**config.mk**
```make
export PLATFORM = sky130hd
export DESIGN_NAME = bcd_display_decoder
export DESIGN_NICKNAME = d
export VERILOG_FILES = /design/src/rtl/bcd_display_decoder.sv
export SDC_FILE = /design/constraint.sdc
export NUM_CORES = 1
export LEC_CHECK = 0
export BUFFER_PORTS_ARGS = -buffer_cell sky130_fd_sc_hd__buf_2
export CORE_MARGIN = 2
export CORE_UTILIZATION = 30
export DETAILED_ROUTE_END_ITERATION = 10
export HOLD_SLACK_MARGIN = 0.08
export PLACE_DENSITY = 0.44
export SLEW_MARGIN = 20
export SYNTH_ARGS = -nofsm -noshare
export SYNTH_HDL_FRONTEND = slang
export SYNTH_SLANG_ARGS = --single-unit
```
**constraint.sdc**
```tcl
create_clock -name clk -period 4.2 [get_ports clk]
set_input_delay 0.42 -clock clk [delete_from_list [all_inputs] [get_ports clk]]
set_output_delay 0.42 -clock clk [all_outputs]
set_load 0.02 [all_outputs]
```
**src/rtl/bcd_display_decoder.sv**
```systemverilog
`default_nettype none
//------------------------------------------------------------------------------
//  Module   : bcd_display_decoder
//  Purpose  : Drives a multiplexed 4-digit 7-segment display from four packed
//             BCD digits (MM:SS timer). One digit is scanned per slot of
//             SCAN_DIV clocks. The block supports leading-zero blanking and
//             whole-display blinking. New values are taken only at frame
//             boundaries.
//  Ports    : clk        - system clock
//             rst_n      - asynchronous active-low reset
//             load       - strobe, captures bcd_in into the shadow register
//             bcd_in     - {d3,d2,d1,d0}, d3 = most significant minute digit
//             blank_lz   - enable leading-zero blanking
//             blink_en   - enable whole-display blinking
//             seg        - segments {g,f,e,d,c,b,a}, active-high
//             dp         - decimal point, active-high
//             an         - one-hot digit enable, an[k] = digit k
//             frame_done - one-cycle pulse when the scan wraps 3 -> 0
//  Revision : 1.0 - initial release
//------------------------------------------------------------------------------
module bcd_display_decoder #(
   parameter int SCAN_DIV     = 50000,
   parameter int BLINK_FRAMES = 64,
   parameter int DP_DIGIT     = 2
) (
   input  logic        clk,
   input  logic        rst_n,
   input  logic        load,
   input  logic [15:0] bcd_in,
   input  logic        blank_lz,
   input  logic        blink_en,
   output logic [6:0]  seg,
   output logic        dp,
   output logic [3:0]  an,
   output logic        frame_done
);

   localparam int                   c_PRESC_W   = (SCAN_DIV > 1) ? $clog2(SCAN_DIV) : 1;
   localparam int                   c_FRM_W     = (BLINK_FRAMES > 1) ? $clog2(BLINK_FRAMES) : 1;
   localparam logic [c_PRESC_W-1:0] c_PRESC_MAX = c_PRESC_W'(SCAN_DIV - 1);
   localparam logic [c_PRESC_W-1:0] c_PRESC_ONE = c_PRESC_W'(1);
   localparam logic [c_FRM_W-1:0]   c_FRM_MAX   = c_FRM_W'(BLINK_FRAMES - 1);
   localparam logic [c_FRM_W-1:0]   c_FRM_ONE   = c_FRM_W'(1);
   localparam logic [1:0]           c_DP_IDX    = 2'(DP_DIGIT);

   logic [c_PRESC_W-1:0] r_presc;
   logic [1:0]           r_idx;
   logic [15:0]          r_shadow;
   logic [15:0]          r_active;
   logic [c_FRM_W-1:0]   r_frm_cnt;
   logic                 r_phase;
   logic [6:0]           r_seg;
   logic                 r_dp;
   logic [3:0]           r_an;
   logic                 r_frame_done;

   logic                 w_slot_end;
   logic                 w_wrap;
   logic [1:0]           w_idx_nxt;
   logic [15:0]          w_src;
   logic [3:0]           w_digit;
   logic                 w_blank;
   logic                 w_phase_nxt;
   logic                 w_off;
   logic [6:0]           w_seg_dec;

   assign w_slot_end = (r_presc == c_PRESC_MAX);
   assign w_wrap     = w_slot_end && (r_idx == 2'd3);
   assign w_idx_nxt  = r_idx + 2'd1;

   // On the wrap edge the active register is only just being loaded, so
   // digit 0 of the new frame is decoded straight from the shadow copy.
   assign w_src = w_wrap ? r_shadow : r_active;

   always_comb begin
      w_digit = w_src[3:0];
      w_blank = 1'b0;
      case (w_idx_nxt)
         2'd0: begin
            w_digit = w_src[3:0];
            w_blank = 1'b0;
         end
         2'd1: begin
            w_digit = w_src[7:4];
            w_blank = blank_lz && (w_src[15:4] == 12'd0);
         end
         2'd2: begin
            w_digit = w_src[11:8];
            w_blank = blank_lz && (w_src[15:8] == 8'd0);
         end
         default: begin
            w_digit = w_src[15:12];
            w_blank = blank_lz && (w_src[15:12] == 4'd0);
         end
      endcase
   end

   always_comb begin
      w_seg_dec = 7'b1000000;
      case (w_digit)
         4'd0:    w_seg_dec = 7'b0111111;
         4'd1:    w_seg_dec = 7'b0000110;
         4'd2:    w_seg_dec = 7'b1011011;
         4'd3:    w_seg_dec = 7'b1001111;
         4'd4:    w_seg_dec = 7'b1100110;
         4'd5:    w_seg_dec = 7'b1101101;
         4'd6:    w_seg_dec = 7'b1111101;
         4'd7:    w_seg_dec = 7'b0000111;
         4'd8:    w_seg_dec = 7'b1111111;
         4'd9:    w_seg_dec = 7'b1101111;
         default: w_seg_dec = 7'b1000000;   // illegal code shows a dash
      endcase
   end

   // Phase that will be in force after this edge; the frame starting on a
   // wrap edge must already see a toggled phase.
   always_comb begin
      w_phase_nxt = r_phase;
      if (!blink_en) begin
         w_phase_nxt = 1'b0;
      end else if (w_wrap && (r_frm_cnt == c_FRM_MAX)) begin
         w_phase_nxt = ~r_phase;
      end
   end

   assign w_off = blink_en && w_phase_nxt;

   // Prescaler and digit index
   always_ff @(posedge clk or negedge rst_n) begin
      if (!rst_n) begin
         r_presc <= '0;
         r_idx   <= 2'd0;
      end else if (w_slot_end) begin
         r_presc <= '0;
         r_idx   <= w_idx_nxt;
      end else begin
         r_presc <= r_presc + c_PRESC_ONE;
      end
   end

   // Shadow captures every load; active follows shadow only at frame wrap,
   // so a same-cycle load lands one frame later.
   always_ff @(posedge clk or negedge rst_n) begin
      if (!rst_n) begin
         r_shadow <= 16'd0;
         r_active <= 16'd0;
      end else begin
         if (load) begin
            r_shadow <= bcd_in;
         end
         if (w_wrap) begin
            r_active <= r_shadow;
         end
      end
   end

   // Blink frame counter; held at zero while blinking is disabled so the
   // first half-period after enabling is always a full visible one.
   always_ff @(posedge clk or negedge rst_n) begin
      if (!rst_n) begin
         r_frm_cnt <= '0;
         r_phase   <= 1'b0;
      end else begin
         r_phase <= w_phase_nxt;
         if (!blink_en) begin
            r_frm_cnt <= '0;
         end else if (w_wrap) begin
            if (r_frm_cnt == c_FRM_MAX) begin
               r_frm_cnt <= '0;
            end else begin
               r_frm_cnt <= r_frm_cnt + c_FRM_ONE;
            end
         end
      end
   end

   // Registered display outputs, updated at each slot boundary
   always_ff @(posedge clk or negedge rst_n) begin
      if (!rst_n) begin
         r_seg        <= 7'd0;
         r_dp         <= 1'b0;
         r_an         <= 4'd0;
         r_frame_done <= 1'b0;
      end else begin
         r_frame_done <= w_wrap;
         if (w_slot_end) begin
            if (w_off || w_blank) begin
               r_seg <= 7'd0;
               r_dp  <= 1'b0;
               r_an  <= 4'd0;
            end else begin
               r_seg <= w_seg_dec;
               r_dp  <= (w_idx_nxt == c_DP_IDX);
               r_an  <= 4'b0001 << w_idx_nxt;
            end
         end
      end
   end

   assign seg        = r_seg;
   assign dp         = r_dp;
   assign an         = r_an;
   assign frame_done = r_frame_done;

endmodule
`default_nettype wire

```
==> flow_summary.yaml <==
yosys:
  synth_area_leaders: "dfrtp_1, mux2_2, ha_1"
  ys_seq_area_share_pct: 52.6
  synth_top_family_by_area: "simple AND/OR/NAND/NOR gates"
  synth_mux_area_share_pct: 11.7
  synth_adder_area_share_pct: 4.20
  yosys_warnings: 0
  syn_area_per_cell_um2: 11.4
  yosysTopAreaCellShare_pct: 52.6
  syn-num-nets: 319
  synth_compound_area_share_pct: 8.31
  ys_ff_latch: 69
  synthArstFlopShare_pct: 100
  ys.flop_type: "dfrtp_1"
  syn_inst: 287
  synth-simple-area-share_pct: 15.3
  ys_types: 49
  synth_top_cell_by_area: "dfrtp_1"
  synth_xor_area_share_pct: 4.54
  synth-edff-count: 0
  syn_area_mm2: 0.00328
  yosysMostFrequentCell: "dfrtp_1"
  yosys-top-cells-count: "dfrtp_1, nand2_1, mux2_2, nor2_1, inv_1"
route:
  route.met2.wl_um: 3170
  drtIter0Drc: 101
  antenna_left: 0
  drt_pass1_iterations: 4
  wl_met1_um: 3490
  drc_errors: 0
  met3_length_um: 311
  top_layer: "met4"
  wl_per_cell_um: 15.2
  drt-total-wl_um: 7130
  vias: 2223
  vias_per_cell: 4.74
floorplan:
  die_height_um: 109
  fp-row-count: 38
  initial_core_util_pct: 30.5
  die_w_um: 109
  ios: 34
  core_mm2: 0.0107
  die_area_mm2: 0.0118
placed_design:
  gp_congestion: 0.765
  numPortBuffers: 33
  post-dp-hpwl_um: 5080
pwr:
  p_leak_nw: 1.75
  irDropWorstVdd_v: 0.000159
  power_mw: 1.33
  power_density_mw_per_mm2: 352
grt:
  grt_pass1_vias: 2306
  grt_pass1_wl_um: 12000
  grt_usage_pct: 13.7
  grt_overflow: 0
  grt_max_degree: 37
  antenna_found_initial: 0
hold_path:
  min_path_type: "in2async"
finish:
  antenna_cells: 0
  drive_above_1_share_pct: 24.9
  final_nets: 356
  area_growth_syn_to_layout_pct: 15.7
sta:
  worst_slew_pin_slew_ns: 0.823
  relSlewSlack_pct: 45.2
  slew_viol_final: 0
  hold_ws_ns: 0.146
  timing.setup.tns_ns: 0
  rsz0062_at_grt: "false"
  max_freq_ghz: 0.292
  setup_violations: 0
  period_minus_slack_ns: 3.43
  fin_crit_sh_pct: 81.6
  final_hold_viol_count: 0
  skew_ns: 0.0141
cts:
  cts_max_level: 3
  tritoncts: "yes"
  cts.sinks: 69
  ctsHoldBuffers: 0
  post_cts_resized: 0
  path_clk_slew_ns: 0.09
  root_buffer: "clkbuf_8"
  cts_buffer_depth: 2
  clk_latency_ns: 0.36
  numCtsBuffers: 9
  post_cts_buffers: 0
critical_path:
  worstReg2RegStart: "r_presc[10]"
  end_kind: "register"
  start_kind: "register"
  cp.required_ns: 4.44
  cp.arrival_ns: 3.66
  worstSetupPathType: "reg2reg"
  r2r_cells: 10
  worstPathMaxFanout: 23
  cp-startpoint: "r_presc[10]"
job:
  maxCapViolCount: 0
outcome:
  outcome: "complete, no violations"
[cell families (layout without fill, tap and decap cells)]
group | after synthesis | in the layout
buf+inv | 22 | 64
mux | 34 | 34
fa+ha+maj | 11 | 11
compound gates | 38 | 38
simple gates | 96 | 96
xor+xnor | 17 | 17
flops | 69 | 69
[cell type report]
type | count | area (µm²)
well taps | 140 | 175
inverters | 12 | 45.0
repair buffers | 36 | 188
fillers | 1114 | 6950
clock buffers | 10 | 128
clock inverters | 6 | 87.6
flip-flops and latches | 69 | 1730
multi-input cells | 196 | 1450
[registers in the layout (all words and copies together) (netlist names)]
| signal | flops |
|---|---|
| r_shadow | 16 |
| r_phase | 1 |
| r_presc | 16 |
| dp | 1 |
| r_idx | 2 |
| seg | 7 |
| frame_done | 1 |
| an | 3 |
| r_frm_cnt | 6 |
| r_active | 16 |
[report_power, final]
part	internal, mW	leakage [nW]	switching, mW	total, mW
clock	0.333	0.0985	0.263	0.596
sequential	0.680	0.877	0.0137	0.693
combinational	0.0220	0.771	0.0230	0.0450
total	1.03	1.75	0.300	1.33
[cells in the final DEF (no fill, tap or decap), types with 3 or more instances in the layout]
cell type,Yosys,routed
a21oi_1,5,5
a22o_1,4,4
and2_1,4,4
buf_2,0,33
buf_4,1,3
clkbuf_8,0,9
clkinvlp_4,0,3
dfrtp_1,69,69
ha_1,11,11
inv_1,12,12
mux2_1,4,4
mux2_2,20,20
mux2i_1,7,7
nand2_1,30,30
nand3_1,9,9
nand4_1,6,6
nor2_1,17,17
nor2b_1,7,7
nor3_1,4,4
nor4_1,5,5
o21ai_0,6,6
o21ai_1,6,6
xnor2_1,8,8
xor2_1,9,9
[through the flow]
step	utilization, %	setup WS [ns]	instances	cell area (µm²)
2_1_floorplan	-	0.933	287	3280
3_3_place_gp	33.3	0.838	453	3580
3_5_place_dp	33.3	0.778	453	3580
4_1_cts	35.3	0.762	469	3790
5_1_grt	35.3	0.545	469	3790
6_report	35.3	0.772	469	3790
[layer usage]
layer,vias to the layer above,GRT usage [%]
met5,-,0
met4,0,6.32
met3,10,4.28
met2,46,20.0
met1,1087,18.4
li1,1080,-
[path summary, 6_finish.rpt]
check                      slack, ns      endpoint
max                             0.77        seg[4]
min                             0.15  r_frm_cnt[5]
max reg2reg                     0.77        seg[4]
min reg2reg                     0.49        seg[2]
max in group asynchronous       3.08    r_presc[2]
min in group clk                0.28   r_shadow[0]
[critical path, stage by stage (launching register included)]
cell      delay (ns)
dfrtp_1         0.43
or4b_4          0.57
or4_4           0.71
mux2_2          0.31
a222oi_1        0.10
a21oi_1         0.35
inv_1           0.14
ha_1            0.23
or2_2           0.29
nand4b_1        0.09
nand3_1         0.07
Power figures use the tool's default switching activity.
